### src/rtl/octal_codec_pkg.sv
// Shared types and helpers for the octal encoder/decoder pair.
// Provides the pulse FSM state enum, code/line widths and the one-hot helper.
package octal_codec_pkg;

   localparam int CODE_W = 3;
   localparam int LINE_W = 8;

   typedef enum logic [1:0] {
      IDLE  = 2'd0,
      DRIVE = 2'd1,
      GAP   = 2'd2
   } state_e;

   function automatic logic [LINE_W-1:0] onehot8(
      input logic [CODE_W-1:0] code
   );
      return LINE_W'(1) << code;
   endfunction

endpackage

### src/rtl/octal_pulse_timer.sv
// Loadable 8-bit down-counter that saturates at zero.
// Ports: clk, rst_n, clear_i, load_i, load_val_i[7:0], en_i -> zero_o.
module octal_pulse_timer (
   input  logic       clk,
   input  logic       rst_n,
   input  logic       clear_i,
   input  logic       load_i,
   input  logic [7:0] load_val_i,
   input  logic       en_i,
   output logic       zero_o
);

   logic [7:0] cnt_q;
   logic [7:0] cnt_d;

   // clear wins over load, load wins over decrement
   always_comb begin
      cnt_d = cnt_q;
      if (clear_i) begin
         cnt_d = 8'h00;
      end else if (load_i) begin
         cnt_d = load_val_i;
      end else if (en_i && (cnt_q != 8'h00)) begin
         cnt_d = cnt_q - 8'h01;
      end
   end

   always_ff @(posedge clk or negedge rst_n) begin
      if (!rst_n) begin
         cnt_q <= 8'h00;
      end else begin
         cnt_q <= cnt_d;
      end
   end

   assign zero_o = (cnt_q == 8'h00);

endmodule

### src/rtl/octal_pulse_decoder.sv
// Sequential 3-to-8 line-strobe driver: one-hot pulse per accepted code.
// Ports: clk, rst_n, sel, in_valid/in_ready, binary_in[2:0] -> octal_out[7:0], out_valid, busy, done.
module octal_pulse_decoder
   import octal_codec_pkg::*;
#(
   parameter int PULSE_LEN = 4,
   parameter int GAP_LEN   = 1
) (
   input  logic              clk,
   input  logic              rst_n,
   input  logic              sel,
   input  logic              in_valid,
   output logic              in_ready,
   input  logic [CODE_W-1:0] binary_in,
   output logic [LINE_W-1:0] octal_out,
   output logic              out_valid,
   output logic              busy,
   output logic              done
);

   localparam logic [7:0] P_LOAD = 8'(PULSE_LEN - 1);
   localparam logic [7:0] G_LOAD = (GAP_LEN > 0) ? 8'(GAP_LEN - 1) : 8'h00;

   state_e            state_q, state_d;
   logic [LINE_W-1:0] octal_q, octal_d;
   logic              valid_q, valid_d;

   logic       tmr_clear;
   logic       tmr_load;
   logic [7:0] tmr_val;
   logic       tmr_en;
   logic       tmr_zero;

   octal_pulse_timer u_timer (
      .clk       (clk),
      .rst_n     (rst_n),
      .clear_i   (tmr_clear),
      .load_i    (tmr_load),
      .load_val_i(tmr_val),
      .en_i      (tmr_en),
      .zero_o    (tmr_zero)
   );

   always_comb begin
      state_d   = state_q;
      octal_d   = octal_q;
      valid_d   = valid_q;
      tmr_clear = 1'b0;
      tmr_load  = 1'b0;
      tmr_val   = 8'h00;
      tmr_en    = 1'b0;
      if (!sel) begin
         // dropping sel abandons any pulse in flight
         state_d   = IDLE;
         octal_d   = '0;
         valid_d   = 1'b0;
         tmr_clear = 1'b1;
      end else begin
         unique case (state_q)
            IDLE: begin
               if (in_valid) begin
                  state_d  = DRIVE;
                  octal_d  = onehot8(binary_in);
                  valid_d  = 1'b1;
                  tmr_load = 1'b1;
                  tmr_val  = P_LOAD;
               end
            end
            DRIVE: begin
               if (tmr_zero) begin
                  octal_d = '0;
                  valid_d = 1'b0;
                  if (GAP_LEN > 0) begin
                     state_d  = GAP;
                     tmr_load = 1'b1;
                     tmr_val  = G_LOAD;
                  end else begin
                     state_d = IDLE;
                  end
               end else begin
                  tmr_en = 1'b1;
               end
            end
            GAP: begin
               if (tmr_zero) begin
                  state_d = IDLE;
               end else begin
                  tmr_en = 1'b1;
               end
            end
            default: begin
               state_d = IDLE;
               octal_d = '0;
               valid_d = 1'b0;
            end
         endcase
      end
   end

   always_ff @(posedge clk or negedge rst_n) begin
      if (!rst_n) begin
         state_q <= IDLE;
         octal_q <= '0;
         valid_q <= 1'b0;
      end else begin
         state_q <= state_d;
         octal_q <= octal_d;
         valid_q <= valid_d;
      end
   end

   assign in_ready  = sel & (state_q == IDLE);
   assign busy      = (state_q != IDLE);
   assign done      = sel & (state_q == DRIVE) & tmr_zero;
   assign octal_out = octal_q;
   assign out_valid = valid_q;

endmodule

### config.mk
export PLATFORM = sky130hd
export DESIGN_NAME = octal_pulse_decoder
export DESIGN_NICKNAME = d
export VERILOG_FILES = /design/src/rtl/octal_codec_pkg.sv /design/src/rtl/octal_pulse_timer.sv /design/src/rtl/octal_pulse_decoder.sv
export SDC_FILE = /design/constraint.sdc
export NUM_CORES = 1
export LEC_CHECK = 0
export CAP_MARGIN = 20
export CORE_MARGIN = 2
export CORE_UTILIZATION = 46
export CTS_CLUSTER_DIAMETER = 150
export DETAILED_ROUTE_END_ITERATION = 10
export PLACE_DENSITY_LB_ADDON = 0.15
export SYNTH_ARGS = -nofsm -noshare
export SYNTH_HDL_FRONTEND = slang
export SYNTH_HIERARCHICAL = 1
export SYNTH_SLANG_ARGS = --single-unit
### constraint.sdc
create_clock -name clk -period 2.25 [get_ports clk]
set_input_delay 0.3375 -clock clk [delete_from_list [all_inputs] [get_ports clk]]
set_output_delay 0.3375 -clock clk [all_outputs]
set_load 0.05 [all_outputs]
# ---- Word level (Yosys, flattened, before mapping)
# Cells that the tools add are included.
dict set report totals {
  regBits 19
  out_inout_bits 12
}
dict set report classes {
  n_addsub 1
  n_mux 25
  n_bitwise 3
  reduce_logical 8
  n_eq_ne 7
  shifts 1
}
# cell n
set op_table {}
lappend op_table {{8-bit 2-to-1 mux} 6}
lappend op_table {{8-bit one-hot mux with 3 select lines} 1}
lappend op_table {{2-bit 2-to-1 mux} 6}
lappend op_table {{1-bit 2-to-1 mux} 9}
lappend op_table {{3-bit != test, second input constant} 3}
lappend op_table {{8-bit zero test} 1}
lappend op_table {{8-bit nonzero test} 1}
lappend op_table {{1-bit by 3-bit << shifter with 8-bit output, first input constant} 1}
lappend op_table {{8-bit by 1-bit subtractor with 8-bit output, second input constant} 1}
lappend op_table {{2-bit one-hot mux with 3 select lines} 1}
lappend op_table {{3-bit AND reduction} 2}
lappend op_table {{1-bit AND} 3}
lappend op_table {{3-bit by 1-bit != test with 1-bit output, second input constant} 1}
lappend op_table {{1-bit one-hot mux with 3 select lines} 1}
lappend op_table {{2-bit by 1-bit equality test with 1-bit output, second input constant} 1}
lappend op_table {{2-bit equality test, second input constant} 1}
lappend op_table {{2-bit zero test} 1}
lappend op_table {{2-bit != test, second input constant} 1}
lappend op_table {{1-bit one-hot mux with 2 select lines} 1}
lappend op_table {{2-bit nonzero test} 1}
lappend op_table {{2-bit OR reduction} 1}
lappend op_table {{1-bit logical AND} 1}

# ---- Depth between registers and ports, before layout
# Gate-level depths: netlist (run 1).
dict set report logic_depth {
  depth_word 8
  ltp_mapped 11
  ltp_nobuf 10
}

# ---- By module
# The synthesis (run 1) kept the hierarchy.
# mod cells_each area_per_inst_um2 seq_area_each_um2 instances
set modules_own_cells {}
lappend modules_own_cells {octal_pulse_decoder 72 660.6 275.3 1}
lappend modules_own_cells {octal_pulse_timer 61 555.5 200.2 1}

# ---- Least setup slack after synthesis (run 1)
# No wires, ideal clock.
dict set report synth_path {
  kind {register -> register}
  startpoint {reg u_timer.cnt_q[0]}
  endpoint {reg u_timer.cnt_q[7]}
  path_slack_ps -317
  stages_incl_launch_ff 12
  n_path_buf 1
  t_arrival_ps 2427
  setup_ps 140
  required_time_ps 2110
  cell_sequence {dfrtp_1 > inv_1 > ha_1 > nor4b_2 > nand2_1 > inv_1 > and3_1 > a21o_1 > inv_1 > clkbuf_1 > nor2_1 > a211oi_2}
}
dict set report synth_via {
  elab_chain_cells 6
  elab_cells_between_ends 14
  cone_classes {add/sub: 1; eq/ne: 1; mux: 9; reduce/logical: 3}
}
# element line_no
set synth_rtl {}
lappend synth_rtl {{from (decl)} octal_pulse_timer.sv:13} ;# logic [7:0] cnt_q;
lappend synth_rtl {{from (signal assigned)} octal_pulse_timer.sv:32} ;# cnt_q <= cnt_d;
lappend synth_rtl {{8-bit zero test *} octal_pulse_timer.sv:36} ;# assign zero_o = (cnt_q == 8'h00);
lappend synth_rtl {{net tmr_zero} octal_pulse_decoder.sv:32} ;# logic tmr_zero;
lappend synth_rtl {{1-bit 2-to-1 mux *} octal_pulse_decoder.sv:70} ;# if (tmr_zero) begin
lappend synth_rtl {{1-bit one-hot mux with 2 select lines *} octal_pulse_decoder.sv:59} ;# unique case (state_q)
lappend synth_rtl {{1-bit 2-to-1 mux *} octal_pulse_decoder.sv:52} ;# if (!sel) begin
lappend synth_rtl {{net tmr_load} octal_pulse_decoder.sv:29} ;# logic tmr_load;
lappend synth_rtl {{8-bit 2-to-1 mux} octal_pulse_timer.sv:21} ;# end else if (load_i) begin
lappend synth_rtl {{8-bit 2-to-1 mux} octal_pulse_timer.sv:19} ;# if (clear_i) begin
# The timed path passes the listed nets; every way through them passes the cells marked *. The select of a mux whose other input is x is not followed.
# A chain may end at the register's enable or synchronous reset.

# ---- Worst setup path in the final report (run 1)
dict set report layout_path {
  startpoint {reg u_timer.cnt_q[0]}
  endpoint {out done}
}
dict set report layout_via {
  elab_chain_cells 2
}
# element line_no
set layout_rtl {}
lappend layout_rtl {{8-bit zero test} octal_pulse_timer.sv:36}
lappend layout_rtl {{net tmr_zero} octal_pulse_decoder.sv:32}
lappend layout_rtl {{1-bit AND} octal_pulse_decoder.sv:114} ;# assign done = sel & (state_q == DRIVE) & tmr_zero;
lappend layout_rtl {{to (decl)} octal_pulse_decoder.sv:18} ;# output logic done
# The timed path passes the listed nets, and every way through them passes these cells.

==> results of run 1 <==
[worst reg2reg max path, cell delays in order (launching register included)]
cell	delay (ns)
dfrtp_1	0.40
inv_1	0.08
ha_1	0.18
nor4b_4	0.22
nand2_1	0.11
inv_1	0.12
and3_4	0.23
a21o_4	0.15
inv_1	0.08
and4_1	0.20
a2111oi_2	0.20
[timing repair]
| item | CTS | global route |
|---|---|---|
| buffers inserted | 0 | 2 |
| setup endpoints to repair | 1 | 6 |
| gates resized for setup | 1 | 3 |
[cell families after synthesis]
logic type	count (synthesis)	share of synthesized area (%)
AND/OR/NAND/NOR	54	23.0
XOR/XNOR	5	3.60
adder cells (fa/ha/maj)	6	6.17
AO/OA/AOI/OAI	20	13.2
multiplexers	10	8.23
other	1	0.308
flip-flops	19	39.1
buffers and inverters	18	6.38
[registers in the layout, indices dropped and copies added, names as in the netlist]
| register | flops |
|---|---|
| octal_out | 8 |
| u_timer/cnt_q | 8 |
| state_q | 2 |
| out_valid | 1 |
[power groups by stage]
stage	clock [uW]	combinational (uW)	sequential, uW
2_1_floorplan	0	742	578
3_3_place_gp	0	1110	527
3_5_place_dp	0	1130	531
4_1_cts	180	1140	526
5_1_grt	199	1290	532
6_report	175	1180	519
[through the flow]
| step | hold slack (ns) | setup WS [ns] |
|---|---|---|
| detailed placement | 0.535 | 0.0224 |
| global route | 0.368 | 0.0423 |
| CTS | 0.364 | 0.0587 |
| global placement | 0.527 | 0.0838 |
| floorplan | 0.0419 | 0.000276 |
| finish | 0.357 | 0.154 |
[placed cells by master (no fill, tap or decap), types with 2 or more instances in the layout]
master,Yosys,final
nor2b_1,2,2
mux2i_1,10,10
a21oi_1,3,3
ha_1,6,6
nand2_1,26,26
buf_12,0,2
nor3_1,3,3
nand3_1,3,3
clkdlybuf4s50_1,0,15
xnor2_1,4,4
a211oi_1,7,7
and3_2,2,2
nor2_1,7,6
clkbuf_4,0,3
buf_4,0,11
conb_1,1,6
dfrtp_1,19,19
inv_1,12,12
[layout make-up]
cell class	instances	area [um2]	share of cell area, %
Clock buffer	4	26.3	1.67
Inverter	13	48.8	3.09
Multi-Input combinational cell	101	717	45.4
Sequential cell	19	475	30.1
Tap cell	30	37.5	2.38
Timing Repair Buffer	28	273	17.3
[final timing paths]
check / cells after the start / endpoint
worst max-delay path: 7 / done
worst min-delay path: 2 / state_q[0]
worst max register to register: 10 / u_timer/cnt_q[6]
worst min register to register: 2 / octal_out[2]
max in group asynchronous: 2 / u_timer/cnt_q[0]
min in group clk: 2 / octal_out[2]
[routing by layer]
layer  routed length (um)  global-route usage, %  vias to the layer above
met5                    0                      0                        -
met4                   35                   6.62                        0
met3                   63                   2.81                        5
met2                 1250                   31.8                       13
met1                 1200                   22.6                      468
li1                     -                      -                      518
==> run summary, run 1 <==
status: finished clean
Port Buffer Count: 18
cts-stage hold buffer count: 0
Pint: 1040 uW
die width: 55.4 um
Iter 0 DRT Violations: 11
f_max: 0.477 GHz
synthesized area per cell: 9.14 um2
RePlAce Congestion: 0.770
First-pass DRT Iterations: 4
crit-path max FO: 3
core box area: 2500 um2
power share of the combinational group: 63.0%
Clk pwr share: 9.3%
PD cells: 1190 nW/um2
final std cells w/o fill: 195
Util after Layout: 63.1%
final setup vio count: 0
worst path required time: 1.91 ns
max_cap viols: 0
clock latency on the worst-skew pair: 0.30 ns
Tot Pwr: 1880 uW
Post-DRT Antenna Nets: 0
first-pass GRT wire length: 4420 um
area leader, netlist: dfrtp_1
layout cells sized above 1: 18.8%
gr usage total: 18.2%
top-count cell post-synth: nand2_1
P&R area growth vs syn: 29.7%
top cells by area, synth: dfrtp_1 39%, mux2i_1 8.2%, nand2_1 8.0%
number of cells after detailed placement: 189
Placed Area: 1520 um2
die area: 3070 um2
CTS Buffer Depth: 2
switching share of power: 44.7%
mapped cell area: 1220 um2
static leakage: 0.000705 uW
clk sink count: 19
Final Routed Wirelength: 2550 um
Synth Register Bits: 19
Synth Flop Type: dfrtp_1
Ports: 19
total negative setup slack: 0 ns
asr flop ratio synth: 100%
Net Sw Power: 840 uW
Worst Setup Start Kind: flop
reg2reg start: u_timer/cnt_q[0]
post-synth top area share: 39.1%
register area share after synthesis: 39.1%
RSZ-0062 raised after global routing: false
Buf/Inv on CP: 3
Sequential Power Share: 27.6%
Peak VDD IR: 1150 uV
fin crit share: 93.2%
TritonCTS clock tree: done
synth unique cells: 40
Crit path arrival time: 1.76 ns
cell count after synthesis: 133
Die Ht: 55.4 um
reg-to-reg slack, setup: 0.20 ns
post-layout net count: 179
CP endpoint kind: output pin
slew margin rel.: 66.4%
final instance area: 1580 um2
Initial Util: 48.6%
cell repeated most along the worst path: inv_1
Largest stage delay, worst path: 0.40 ns
Antenna Cells: 0
crit path time final: 2.10 ns
row cnt: 18
Setup CP Type: reg2out
Crit path max-delay family: simple AND/OR/NAND/NOR gates
DP Wirelength: 1950 um
DRC viols: 0
launch point of the worst path: u_timer/cnt_q[0]
Worst Tran Pin Value: 0.503 ns
Post-synth top cells: 26 x nand2_1, 19 x dfrtp_1, 12 x inv_1
H-tree levels: 1
Hold Crit Class: in2async
Worst path slowest cell: dfrtp_1
largest net degree at the start of global routing: 20
Reg clk slew, reported paths: 0.11 ns
vias per std cell: 5.15
initial antenna violation count: 0
drt wl/cell: 13.1 um
vias in the first global route: 997
GRT overflow: 0
count of flip-flops with a built-in enable after synthesis: 0
Ys Warns: 6
Fin Clk Skew: 0.000470 ns
fillcell total: 203
crit-path cells: inv_1 > ha_1 > nor4b_4 > nand2_1 > inv_1 > and3_4 > buf_12
Inserted Clock Buffers: 3
number of max-slew violations in the final report: 0
vias: 1004
CTS Root Cell: clkbuf_4
final hold viol count: 0
(Power assumes the default switching activity.)
==> inputs of run 2 (changes only) <==
- CORE_MARGIN: 2 -> default
==> run 2 against run 1 <==
- sequential cell count unchanged
- die area fell by 7.1%
- global-route usage grew 3.1 points
- non-clock buffer count increased by 2
- hold slack better by 0.0035 ns
==> run summary, run 2 (synthesis gave the netlist of run 1 again) <==
DP Wirelength: 1910 um (was 1950 um)
die width: 53.4 um (was 55.4 um)
total negative setup slack: 0 ns (unchanged)
CTS Root Cell: clkbuf_4 (unchanged)
Reg clk slew, reported paths: 0.12 ns (was 0.11 ns)
CTS Buffer Depth: 2 (unchanged)
post-layout net count: 181 (was 179)
static leakage: 0.000721 uW (was 0.000705 uW)
crit path time final: 2.12 ns (was 2.10 ns)
PD cells: 1190 nW/um2 (about the same)
gr usage total: 21.4% (was 18.2%)
Worst Tran Pin Value: 0.500 ns (was 0.503 ns)
Final Routed Wirelength: 2640 um (was 2550 um)
clk sink count: 19 (unchanged)
Iter 0 DRT Violations: 8 (was 11)
initial antenna violation count: 0 (unchanged)
clock latency on the worst-skew pair: 0.29 ns (was 0.30 ns)
first-pass GRT wire length: 4400 um (was 4420 um)
vias in the first global route: 1022 (was 997)
Crit path arrival time: 1.78 ns (was 1.76 ns)
crit-path max FO: 5 (was 3)
Peak VDD IR: 971 uV (was 1150 uV)
worst setup margin: 0.132 ns (was 0.154 ns)
fin crit share: 94.1% (was 93.2%)
Tot Pwr: 1930 uW (was 1880 uW)
number of max-slew violations in the final report: 0 (unchanged)
R2R depth: 10 (unchanged)
Antenna Cells: 0 (unchanged)
cts-stage hold buffer count: 0 (unchanged)
Fin Clk Skew: 0.00884 ns (was 0.000470 ns)
Inserted Clock Buffers: 3 (unchanged)
GRT overflow: 0 (unchanged)
largest net degree at the start of global routing: 20 (unchanged)
most frequent cells in the layout: 26 x nand2_1, 19 x dfrtp_1, 15 x clkdlybuf4s50_1 (unchanged)
Initial Util: 49.1% (was 48.6%)
Setup CP Type: reg2out (unchanged)
Hold WS: 0.361 ns (was 0.357 ns)
status: finished clean (unchanged)
final hold viol count: 0 (unchanged)
Die Ht: 53.4 um (was 55.4 um)
Ports: 19 (unchanged)
First-pass DRT Iterations: 4 (unchanged)
die area: 2850 um2 (was 3070 um2)
most common cell after layout, fill and taps aside: nand2_1 (unchanged)
max_cap viols: 0 (unchanged)
core box area: 2480 um2 (was 2500 um2)
worst path required time: 1.91 ns (about the same)
TritonCTS clock tree: done (unchanged)
P&R area growth vs syn: 32.6% (was 29.7%)
vias per std cell: 5.17 (was 5.15)
H-tree levels: 1 (unchanged)
final setup vio count: 0 (unchanged)
slew margin rel.: 66.5% (was 66.4%)
RePlAce Congestion: 0.820 (was 0.770)
reg2reg start: u_timer/cnt_q[1] (was u_timer/cnt_q[0])
layout cells sized above 1: 21.6% (was 18.8%)
DRC viols: 0 (unchanged)
vias: 1018 (was 1004)
Hold Crit Class: in2async (unchanged)
reg-to-reg slack, setup: 0.15 ns (was 0.20 ns)
Post-DRT Antenna Nets: 0 (unchanged)
reg2reg end: u_timer/cnt_q[7] (was u_timer/cnt_q[6])
Port Buffer Count: 18 (unchanged)
Worst Setup Start Kind: flop (unchanged)
CP endpoint kind: output pin (unchanged)
row cnt: 18 (unchanged)
drt wl/cell: 13.4 um (was 13.1 um)
f_max: 0.472 GHz (was 0.477 GHz)
Place WS: -0.0193 ns (was 0.0224 ns)
==> run 2: cell count changes in the layout (fill, tap and decap cells not counted), sizes merged <==
cell | before | now
buf | 13 | 15
clkbuf | 4 | 3
clkinv | 0 | 1
==> run 2: worst max-delay path, cell delays in order (launching register included) <==
cell and delay, ns:
dfrtp_1 0.42, inv_1 0.09, ha_1 0.16, nor4b_4 0.22, nand2_1 0.12, inv_2 0.12
and3_4 0.22, buf_12 0.14
==> run 2: layout make-up <==
cell class / instances / area, um2
fill: 223 / 865
multi-input combinational: 101 / 736
sequential: 19 / 475
timing repair buffer: 30 / 288
inverter: 13 / 48.8
tap: 30 / 37.5
clock buffer: 3 / 22.5
clock inverter: 1 / 5.00
==> run 2: repair_timing <==
item                                    CTS  global route
pin swaps                                 0             0
endpoints found under the setup margin    2             7
buffers inserted                          0             4
gates resized for setup                   1             6
cloned                                    0             0
==> run 2: report_power, final <==
group	total, uW	switching, uW	internal, uW
registers	514	91.3	423
clock network	175	109	66.0
logic	1240	680	556
==> run 2: layer usage <==
layer	vias up	GRT usage, %	wire [um]
li1	521	-	-
met1	484	26.0	1220
met2	11	38.5	1340
met3	2	4.02	69
met4	0	3.95	15
met5	-	0	0
==> run 2: worst max-delay path by stage <==
stage                     start                to  cells after the start
4_1_cts        u_timer/cnt_q[0]  u_timer/cnt_q[6]                     10
6_report       u_timer/cnt_q[1]              done                      7
2_1_floorplan  u_timer/cnt_q[0]  u_timer/cnt_q[7]                     11
5_1_grt        u_timer/cnt_q[1]  u_timer/cnt_q[7]                     10
3_5_place_dp   u_timer/cnt_q[0]  u_timer/cnt_q[7]                     10
3_3_place_gp   u_timer/cnt_q[0]  u_timer/cnt_q[7]                     10
==> run 2: per-stage QoR <==
step | std cells | util [%] | area (um2)
floorplan | 138 | - | 1250
global route | 197 | 65.1 | 1610
CTS | 193 | 62.5 | 1550
global placement | 189 | 61.2 | 1520
detailed placement | 189 | 61.2 | 1520
finish | 197 | 65.1 | 1610
